$ cat config.mk
export PLATFORM = sky130hd
export DESIGN_NAME = callee_share_arbiter_flat
export DESIGN_NICKNAME = d
export VERILOG_FILES = /design/src/rtl/callee_share_arbiter_pkg.sv /design/src/rtl/callee_share_arbiter_if.sv /design/src/rtl/callee_share_arbiter_picker.sv /design/src/rtl/callee_share_arbiter.sv /design/src/flat_wrapper.sv
export SDC_FILE = /design/constraint.sdc
export NUM_CORES = 1
export LEC_CHECK = 0
export ABC_AREA = 1
export CORE_AREA = 2 2 157 159
export CTS_CLUSTER_SIZE = 16
export DETAILED_ROUTE_END_ITERATION = 16
export DIE_AREA = 0 0 159 161
export PLACE_DENSITY_LB_ADDON = 0.08
export SKIP_CTS_REPAIR_TIMING = 1
export SLEW_MARGIN = 20
export SYNTH_ARGS = -nofsm -noshare
export SYNTH_HDL_FRONTEND = slang
export SYNTH_HIERARCHICAL = 1
export SYNTH_SLANG_ARGS = --single-unit
$ cat constraint.sdc
create_clock -name clk -period 2 [get_ports clk]
set_input_delay 0.3 -clock clk [delete_from_list [all_inputs] [get_ports clk]]
set_output_delay 0.3 -clock clk [all_outputs]
set_load 0.02 [all_outputs]
$ cat src/rtl/callee_share_arbiter_pkg.sv
// rtl/callee_share_arbiter_pkg.sv - state encodings and helpers for callee_share_arbiter
// Shared by the arbiter top and any block that decodes its state.
package call_arb_pkg;

    localparam int STATE_W = 2;

    typedef logic [STATE_W-1:0] state_t;

    localparam state_t ST_IDLE    = 2'd0;
    localparam state_t ST_DROP    = 2'd1;
    localparam state_t ST_WAIT    = 2'd2;
    localparam state_t ST_RELEASE = 2'd3;

    // Next caller index after idx, wrapping n-1 back to 0.
    function automatic int wrap_inc(input int idx, input int n);
        return (idx + 1 >= n) ? 0 : idx + 1;
    endfunction

endpackage

$ cat src/rtl/callee_share_arbiter_if.sv
// rtl/callee_share_arbiter_if.sv - caller and callee signal bundle for callee_share_arbiter
// master is the arbiter side; slave is the side that owns the callers and the shared callee.
interface callee_share_arbiter_if #(
    parameter int N_REQ = 4,
    parameter int WIDTH = 32
);
    localparam int IDX_W = $clog2(N_REQ);

    logic [N_REQ-1:0]       req_start;
    logic [N_REQ*WIDTH-1:0] req_a;
    logic [N_REQ*WIDTH-1:0] req_b;
    logic [N_REQ-1:0]       req_done;
    logic [WIDTH-1:0]       req_result;
    logic                   callee_start;
    logic [WIDTH-1:0]       callee_a;
    logic [WIDTH-1:0]       callee_b;
    logic [WIDTH-1:0]       callee_result;
    logic                   callee_done;
    logic                   busy;
    logic [IDX_W-1:0]       grant_idx;

    modport master (
        input  req_start, req_a, req_b, callee_result, callee_done,
        output req_done, req_result, callee_start, callee_a, callee_b, busy, grant_idx
    );

    modport slave (
        output req_start, req_a, req_b, callee_result, callee_done,
        input  req_done, req_result, callee_start, callee_a, callee_b, busy, grant_idx
    );

endinterface

$ cat src/rtl/callee_share_arbiter_picker.sv
// rtl/callee_share_arbiter_picker.sv - combinational grant picker (module rr_priority_picker)
// CALL_ARB_ROUND_ROBIN_EN selects round-robin from ptr; otherwise lowest index wins and ptr is ignored.
module rr_priority_picker #(
    parameter int N_REQ = 4,
    parameter int IDX_W = $clog2(N_REQ)
) (
    input  logic [N_REQ-1:0] req,
    input  logic [IDX_W-1:0] ptr,
    output logic             valid,
    output logic [IDX_W-1:0] idx
);

`ifdef CALL_ARB_ROUND_ROBIN_EN
    logic [N_REQ-1:0] upper;

    // Requests at or above ptr take precedence; otherwise wrap to the lowest set bit.
    always_comb begin
        upper = '0;
        valid = |req;
        idx   = '0;
        for (int i = 0; i < N_REQ; i++) begin
            upper[i] = req[i] && (i >= int'(ptr));
        end
        for (int i = N_REQ - 1; i >= 0; i--) begin
            if (req[i]) idx = IDX_W'(i);
        end
        for (int i = N_REQ - 1; i >= 0; i--) begin
            if (upper[i]) idx = IDX_W'(i);
        end
    end
`else
    logic unused_ptr;
    assign unused_ptr = ^ptr;

    always_comb begin
        valid = |req;
        idx   = '0;
        for (int i = N_REQ - 1; i >= 0; i--) begin
            if (req[i]) idx = IDX_W'(i);
        end
    end
`endif

endmodule

$ cat src/rtl/callee_share_arbiter.sv
// rtl/callee_share_arbiter.sv - shares one start/done callee among N_REQ start/done callers
// Define CALL_ARB_ROUND_ROBIN_EN for round-robin grants; the default build is fixed priority.
module callee_share_arbiter
    import call_arb_pkg::*;
#(
    parameter int N_REQ = 4,
    parameter int WIDTH = 32
) (
    input  logic                  clk,
    input  logic                  reset,
    callee_share_arbiter_if.master bus
);
    localparam int IDX_W = $clog2(N_REQ);

    state_t             state;
    logic [IDX_W-1:0]   grant;
    logic [N_REQ-1:0]   done_q;
    logic [WIDTH-1:0]   result_q;
    logic [WIDTH-1:0]   a_q;
    logic [WIDTH-1:0]   b_q;
    logic               start_q;
    logic               busy_q;

    logic               pick_valid;
    logic [IDX_W-1:0]   pick_idx;
    logic [IDX_W-1:0]   pick_ptr;
    logic               release_now;

    assign release_now = (state == ST_RELEASE) && !bus.req_start[grant];

`ifdef CALL_ARB_ROUND_ROBIN_EN
    logic [IDX_W-1:0] rr_ptr;

    always_ff @(posedge clk) begin
        if (reset) begin
            rr_ptr <= '0;
        end else if (release_now) begin
            rr_ptr <= IDX_W'(wrap_inc(int'(grant), N_REQ));
        end
    end

    assign pick_ptr = rr_ptr;
`else
    assign pick_ptr = '0;
`endif

    rr_priority_picker #(
        .N_REQ (N_REQ),
        .IDX_W (IDX_W)
    ) u_picker (
        .req   (bus.req_start),
        .ptr   (pick_ptr),
        .valid (pick_valid),
        .idx   (pick_idx)
    );

    // DROP waits for callee_done low so a done level left over from the previous call is never captured.
    always_ff @(posedge clk) begin
        if (reset) begin
            state    <= ST_IDLE;
            grant    <= '0;
            done_q   <= '0;
            result_q <= '0;
            a_q      <= '0;
            b_q      <= '0;
            start_q  <= 1'b0;
            busy_q   <= 1'b0;
        end else begin
            case (state)
                ST_IDLE: begin
                    if (pick_valid) begin
                        grant   <= pick_idx;
                        a_q     <= bus.req_a[int'(pick_idx) * WIDTH +: WIDTH];
                        b_q     <= bus.req_b[int'(pick_idx) * WIDTH +: WIDTH];
                        start_q <= 1'b1;
                        busy_q  <= 1'b1;
                        state   <= ST_DROP;
                    end
                end
                ST_DROP: begin
                    start_q <= 1'b0;
                    if (!bus.callee_done) begin
                        state <= ST_WAIT;
                    end
                end
                ST_WAIT: begin
                    if (bus.callee_done) begin
                        result_q      <= bus.callee_result;
                        done_q[grant] <= 1'b1;
                        state         <= ST_RELEASE;
                    end
                end
                ST_RELEASE: begin
                    if (release_now) begin
                        done_q <= '0;
                        busy_q <= 1'b0;
                        state  <= ST_IDLE;
                    end
                end
                default: begin
                    state <= ST_IDLE;
                end
            endcase
        end
    end

    assign bus.req_done     = done_q;
    assign bus.req_result   = result_q;
    assign bus.callee_start = start_q;
    assign bus.callee_a     = a_q;
    assign bus.callee_b     = b_q;
    assign bus.busy         = busy_q;
    assign bus.grant_idx    = grant;

endmodule

$ cat src/flat_wrapper.sv
// flat-port wrapper written by rule: the top's interface ports become plain ports
module callee_share_arbiter_flat import call_arb_pkg::*;
#(
    parameter int N_REQ = 4,
    parameter int WIDTH = 32
)
  (clk, reset, bus_req_start, bus_req_a, bus_req_b, bus_callee_result, bus_callee_done, bus_req_done, bus_req_result, bus_callee_start, bus_callee_a, bus_callee_b, bus_busy, bus_grant_idx);
  callee_share_arbiter_if #(.N_REQ(N_REQ), .WIDTH(WIDTH)) bus_i ();
  input  logic clk;
  input  logic reset;
  input wire logic [$bits(bus_i.req_start)-1:0] bus_req_start;
  input wire logic [$bits(bus_i.req_a)-1:0] bus_req_a;
  input wire logic [$bits(bus_i.req_b)-1:0] bus_req_b;
  input wire logic [$bits(bus_i.callee_result)-1:0] bus_callee_result;
  input wire logic [$bits(bus_i.callee_done)-1:0] bus_callee_done;
  output wire logic [$bits(bus_i.req_done)-1:0] bus_req_done;
  output wire logic [$bits(bus_i.req_result)-1:0] bus_req_result;
  output wire logic [$bits(bus_i.callee_start)-1:0] bus_callee_start;
  output wire logic [$bits(bus_i.callee_a)-1:0] bus_callee_a;
  output wire logic [$bits(bus_i.callee_b)-1:0] bus_callee_b;
  output wire logic [$bits(bus_i.busy)-1:0] bus_busy;
  output wire logic [$bits(bus_i.grant_idx)-1:0] bus_grant_idx;
  assign bus_i.req_start = bus_req_start;
  assign bus_i.req_a = bus_req_a;
  assign bus_i.req_b = bus_req_b;
  assign bus_i.callee_result = bus_callee_result;
  assign bus_i.callee_done = bus_callee_done;
  assign bus_req_done = bus_i.req_done;
  assign bus_req_result = bus_i.req_result;
  assign bus_callee_start = bus_i.callee_start;
  assign bus_callee_a = bus_i.callee_a;
  assign bus_callee_b = bus_i.callee_b;
  assign bus_busy = bus_i.busy;
  assign bus_grant_idx = bus_i.grant_idx;
  callee_share_arbiter #(.N_REQ(N_REQ), .WIDTH(WIDTH)) u_core (.clk(clk), .reset(reset), .bus(bus_i));
endmodule
# Word level (Yosys, flattened, before mapping)
# Index checks and enable logic that the tools add are counted.
# word_totals
inputBits,295
regBits,106
# op_classes
n_eq_ne,7
order_cmp,2
reduce_logical,14
n_mux,20
n_shift,2
n_bitwise,1
# ops
op,count
128-bit by 8-bit indexed part select with 32-bit output,2
2-bit 2-to-1 mux,8
4-bit 2-to-1 mux,2
2-bit one-hot mux with 4 select lines,1
4-bit one-hot mux with 2 select lines,1
2-bit AND reduction,3
3-bit AND reduction,2
2-bit nonzero test,3
2-bit == test (second input constant),2
1-bit 2-to-1 mux,4
2-bit by 1-bit != test with 1-bit output (second input constant),2
2-bit != test (second input constant),2
4-bit bitwise OR,1
1-bit one-hot mux with 2 select lines,2
4-bit AND reduction,1
4-bit OR reduction,1
2-bit by 3-bit less-than comparator with 1-bit output (second input constant),1
1-bit binary-select mux with 2-bit select,1
1-bit demux with 2-bit select,1
2-bit by 1-bit == test with 1-bit output (second input constant),1
2-bit by 1-bit greater-or-equal comparator with 1-bit output (second input constant),1
1-bit logical AND,2
2-bit logical NOT,1
1-bit logical NOT,1

# Longest topological paths before layout
# depth
word_depth,7
ltp_mapped,12

# Hierarchy
# Netlist, hierarchy kept.
# by_module_without_submodules
mod,cells_each,area_per_inst_um2,n_inst,seq_area_each_um2
callee_share_arbiter,989,6078.3,1,2122.0
rr_priority_picker,9,46.3,1,0.0

# Least setup slack after synthesis
# Ideal clock, no wire load.
# synth_path
path_kind,register -> register
startpoint,reg u_core.state[0]
endpoint,reg u_core.a_q[12] (netlist: u_core/bus.callee_a[12])
arrival_time_ns,1.397
slack_ns,0.489
setup_ns,0.113
synth_period_minus_slack_ns,1.511
path_stages_with_launch,12
path_cell_list,dfxtp_1 -> inv_1 -> ha_1 -> nand2_2 -> buf_6 -> inv_2 -> buf_6 -> buf_4 -> nor2_1 -> nor2_1 -> o21ai_1 -> inv_1
# synth_via
elab_chain_len,2
# synth_rtl
item,line,rtl
"start, declared",callee_share_arbiter.sv:15,state_t state;
"start signal, assigned",callee_share_arbiter.sv:60,state <= ST_IDLE;
"start signal, assigned",callee_share_arbiter.sv:77,state <= ST_DROP;
"start signal, assigned",callee_share_arbiter.sv:83,state <= ST_WAIT;
2-bit logical NOT,callee_share_arbiter.sv:69,case (state)
2-bit AND reduction (no line),n/a,
"end signal, assigned",callee_share_arbiter.sv:73,a_q <= bus.req_a[int'(pick_idx) * WIDTH +: WIDTH];
"end, declared",callee_share_arbiter.sv:19,logic [WIDTH-1:0] a_q;
# Every way passes these cells.
# A chain may end at the register's enable or synchronous reset.

# Worst setup path in the final report
# layout_path
startpoint,reg u_core.grant[0] (netlist: u_core/bus.grant_idx[0])
endpoint,out bus_grant_idx[0]
# layout_rtl
item,line,rtl
"start, declared",callee_share_arbiter.sv:16,logic [IDX_W-1:0] grant;
"start signal, assigned",callee_share_arbiter.sv:72,grant <= pick_idx;
"end, declared",flat_wrapper.sv:22,output wire logic [$bits(bus_i.grant_idx)-1:0] bus_grant_idx;
# No word-level cell between the ends.

==> results by group <==
Yosys
  • Synthesized instance count: approximately 1,000
  • Yosys warning total: 6
  • Avg Inst Size Synth: 6.139 um^2
  • Syn Std Cell Area: 6121 um^2
  • Syn nets: ~1,300

Setup path
  • Worst-path fanout max: 7
  • WS Path Type: reg2out
  • WP buf/inv: 1
  • Worst setup EP type: output pin
  • WP depth: 1
  • CP arrival: approximately 1.5 ns
  • CP peak stage delay: around 0.66 ns
  • Slowest CP cell: clkdlybuf4s50_1
  • Reg2Reg Depth: 8
  • Critical-path cell list: clkdlybuf4s50_1
  • CP top delay family: buffers and inverters
  • Startpoint types: flop
  • Required @ worst endpoint: between 1.5 and 2 ns

GRT
  • Remaining Overflow, GRT: 0
  • Total GRT Usage: between 10% and 20%
  • Vias in the first global route: 7,118
  • Largest net degree at the start of global routing: 65
  • Initial antenna violation count: 2
  • First-pass GRT wire length: 39,060 um

Clocking
  • CTS clk-pin slew, worst paths: approximately 0.09 ns
  • H-tree Lvls: 3
  • TritonCTS clock tree: built
  • Worst skew pair latency: about 0.37 ns
  • CTS Sinks: 106
  • Max Root-Sink Buffers: 2
  • Clk root buf: clkbuf_16
  • TritonCTS Buffers: 9

Floorplanning
  • Die footprint: between 20,000 and 30,000 um^2
  • Die Wd: ~160 um
  • Num rows: 57
  • DIE HEIGHT: 161 um
  • Initial Utilization: 25.54%
  • Boundary Pins: approximately 400
  • Core Box Area: between 20,000 and 25,000 um^2

Timing
  • RSZ-0062 raised after global routing: false
  • # setup viols final: 0
  • Worst Skew: about 0.016 ns
  • Fin. Hold Viols: 0
  • Relative slew slack: ~76%
  • Tcrit/Tclk final: about nine tenths
  • Min Tclk post-route: about 1.8 ns
  • Slew @ Worst Pin: ~0.36 ns
  • Final slew viol count: 0
  • Post-route setup TNS: 0 ns
  • Worst setup margin: roughly 0.18 ns
  • Max frequency: around 550 MHz

Place
  • Place WS: -0.1782 ns
  • IO Port Bufs: 398
  • Hpwl dp: roughly 20,000 um
  • GPL Wtd Cong: around 0.84

Power and ir drop
  • Power Dens Cells: slightly above 1000 nW/um^2
  • Leak pwr: ~4.6 nW
  • IR drop worst, VDD: 453.8 uV

Layout
  • Area grow syn2layout: 79.50%
  • Layout cell share with drive strength beyond 1: 6.691%
  • Nets: 1,685

Min path
  • Hold path cells: 4
  • Min-Delay Path Class: in2reg

Route
  • Drt first pass iters: 5
  • WL/cell: ~15 um
  • Vias: 7,610
  • Via density: about 4.4
  • DRC errors left: 0
  • ANT nets after route: 0
  • Total wire length: roughly 26,000 um
  • Initial DRC count: around 460

Run
  • Max_cap viols: 0

Run status
  • Status: complete, no violations
## state kept, by name, summed over array words and instances, names as in the netlist
signal and cells:
u_core/bus.callee_a 32, u_core/bus.callee_b 32, u_core/bus.req_result 32, u_core/bus.req_done 4, u_core/bus.grant_idx 2, u_core/state 2
u_core/bus.busy 1, u_core/bus.callee_start 1
## per-stage QoR
stage / util, % / area [um^2] / hold slack [ns] / instances / total power, mW
2_1_floorplan: - / 6121 / 0.4488 / 997 / 6.369
3_3_place_gp: 44.55 / 10680 / 0.4352 / 1698 / 9.370
3_5_place_dp: 44.55 / 10680 / 0.4375 / 1698 / 9.387
4_1_cts: 45.83 / 10980 / 0.3572 / 1714 / 11.31
5_1_grt: 45.85 / 10990 / 0.4023 / 1716 / 11.97
6_report: 45.85 / 10990 / 0.3792 / 1716 / 11.13
## layout make-up
type / instances / area (um^2)
clock inverters: 7 / 80.08
diodes: 2 / 5.005
clock buffers: 9 / 225.2
well taps: 324 / 405.4
inverters: 85 / 321.6
fillers: 2508 / 12980
multi-input cells: 733 / 3258
flip-flops and latches: 106 / 2122
repair buffers: 450 / 4569
## layer usage
metal | track usage [%] | vias to the layer above | share of wire [%] | routed length (um)
met5 | 0 | - | 0 | 0
met4 | 5.041 | 0 | 1.2 | 309
met3 | 5.419 | 18 | 7.4 | 1921
met2 | 33.66 | 270 | 49 | 12570
met1 | 23.45 | 3378 | 43 | 11060
li1 | - | 3944 | - | -
## where the power goes
| part | switching, mW | total [mW] | internal, mW |
|---|---|---|---|
| sequential | 0.427 | 3.30 | 2.88 |
| combinational | 3.19 | 5.96 | 2.77 |
| clock | 0.972 | 1.87 | 0.897 |
## final timing paths
| kind | slack (ns) | end | start |
|---|---|---|---|
| worst max-delay path | 0.18 | bus_grant_idx[0] | u_core/bus.grant_idx[0]$_SDFFE_PP0P_ |
| worst min-delay path | 0.38 | u_core/bus.busy$_SDFFE_PP0P_ | reset |
| worst max register to register | 0.47 | u_core/bus.req_done[1]$_SDFFE_PP0P_ | u_core/state[0]$_SDFFE_PP0P_ |
| worst min register to register | 0.45 | u_core/bus.req_done[0]$_SDFFE_PP0P_ | u_core/bus.req_done[0]$_SDFFE_PP0P_ |
## cell usage in the layout (no fill, tap or decap), drive strengths merged
master,instances
clkdlybuf4s50,397
nor2,394
o21ai,291
dfxtp,106
inv,89
buf,53
nand2,22
a21oi,11
clkbuf,9
nand3,6
ha,5
nand4,3
diode,2
clkinv,2
clkinvlp,1
nand3b,1
No activity file was read; power rests on OpenSTA's default activity.
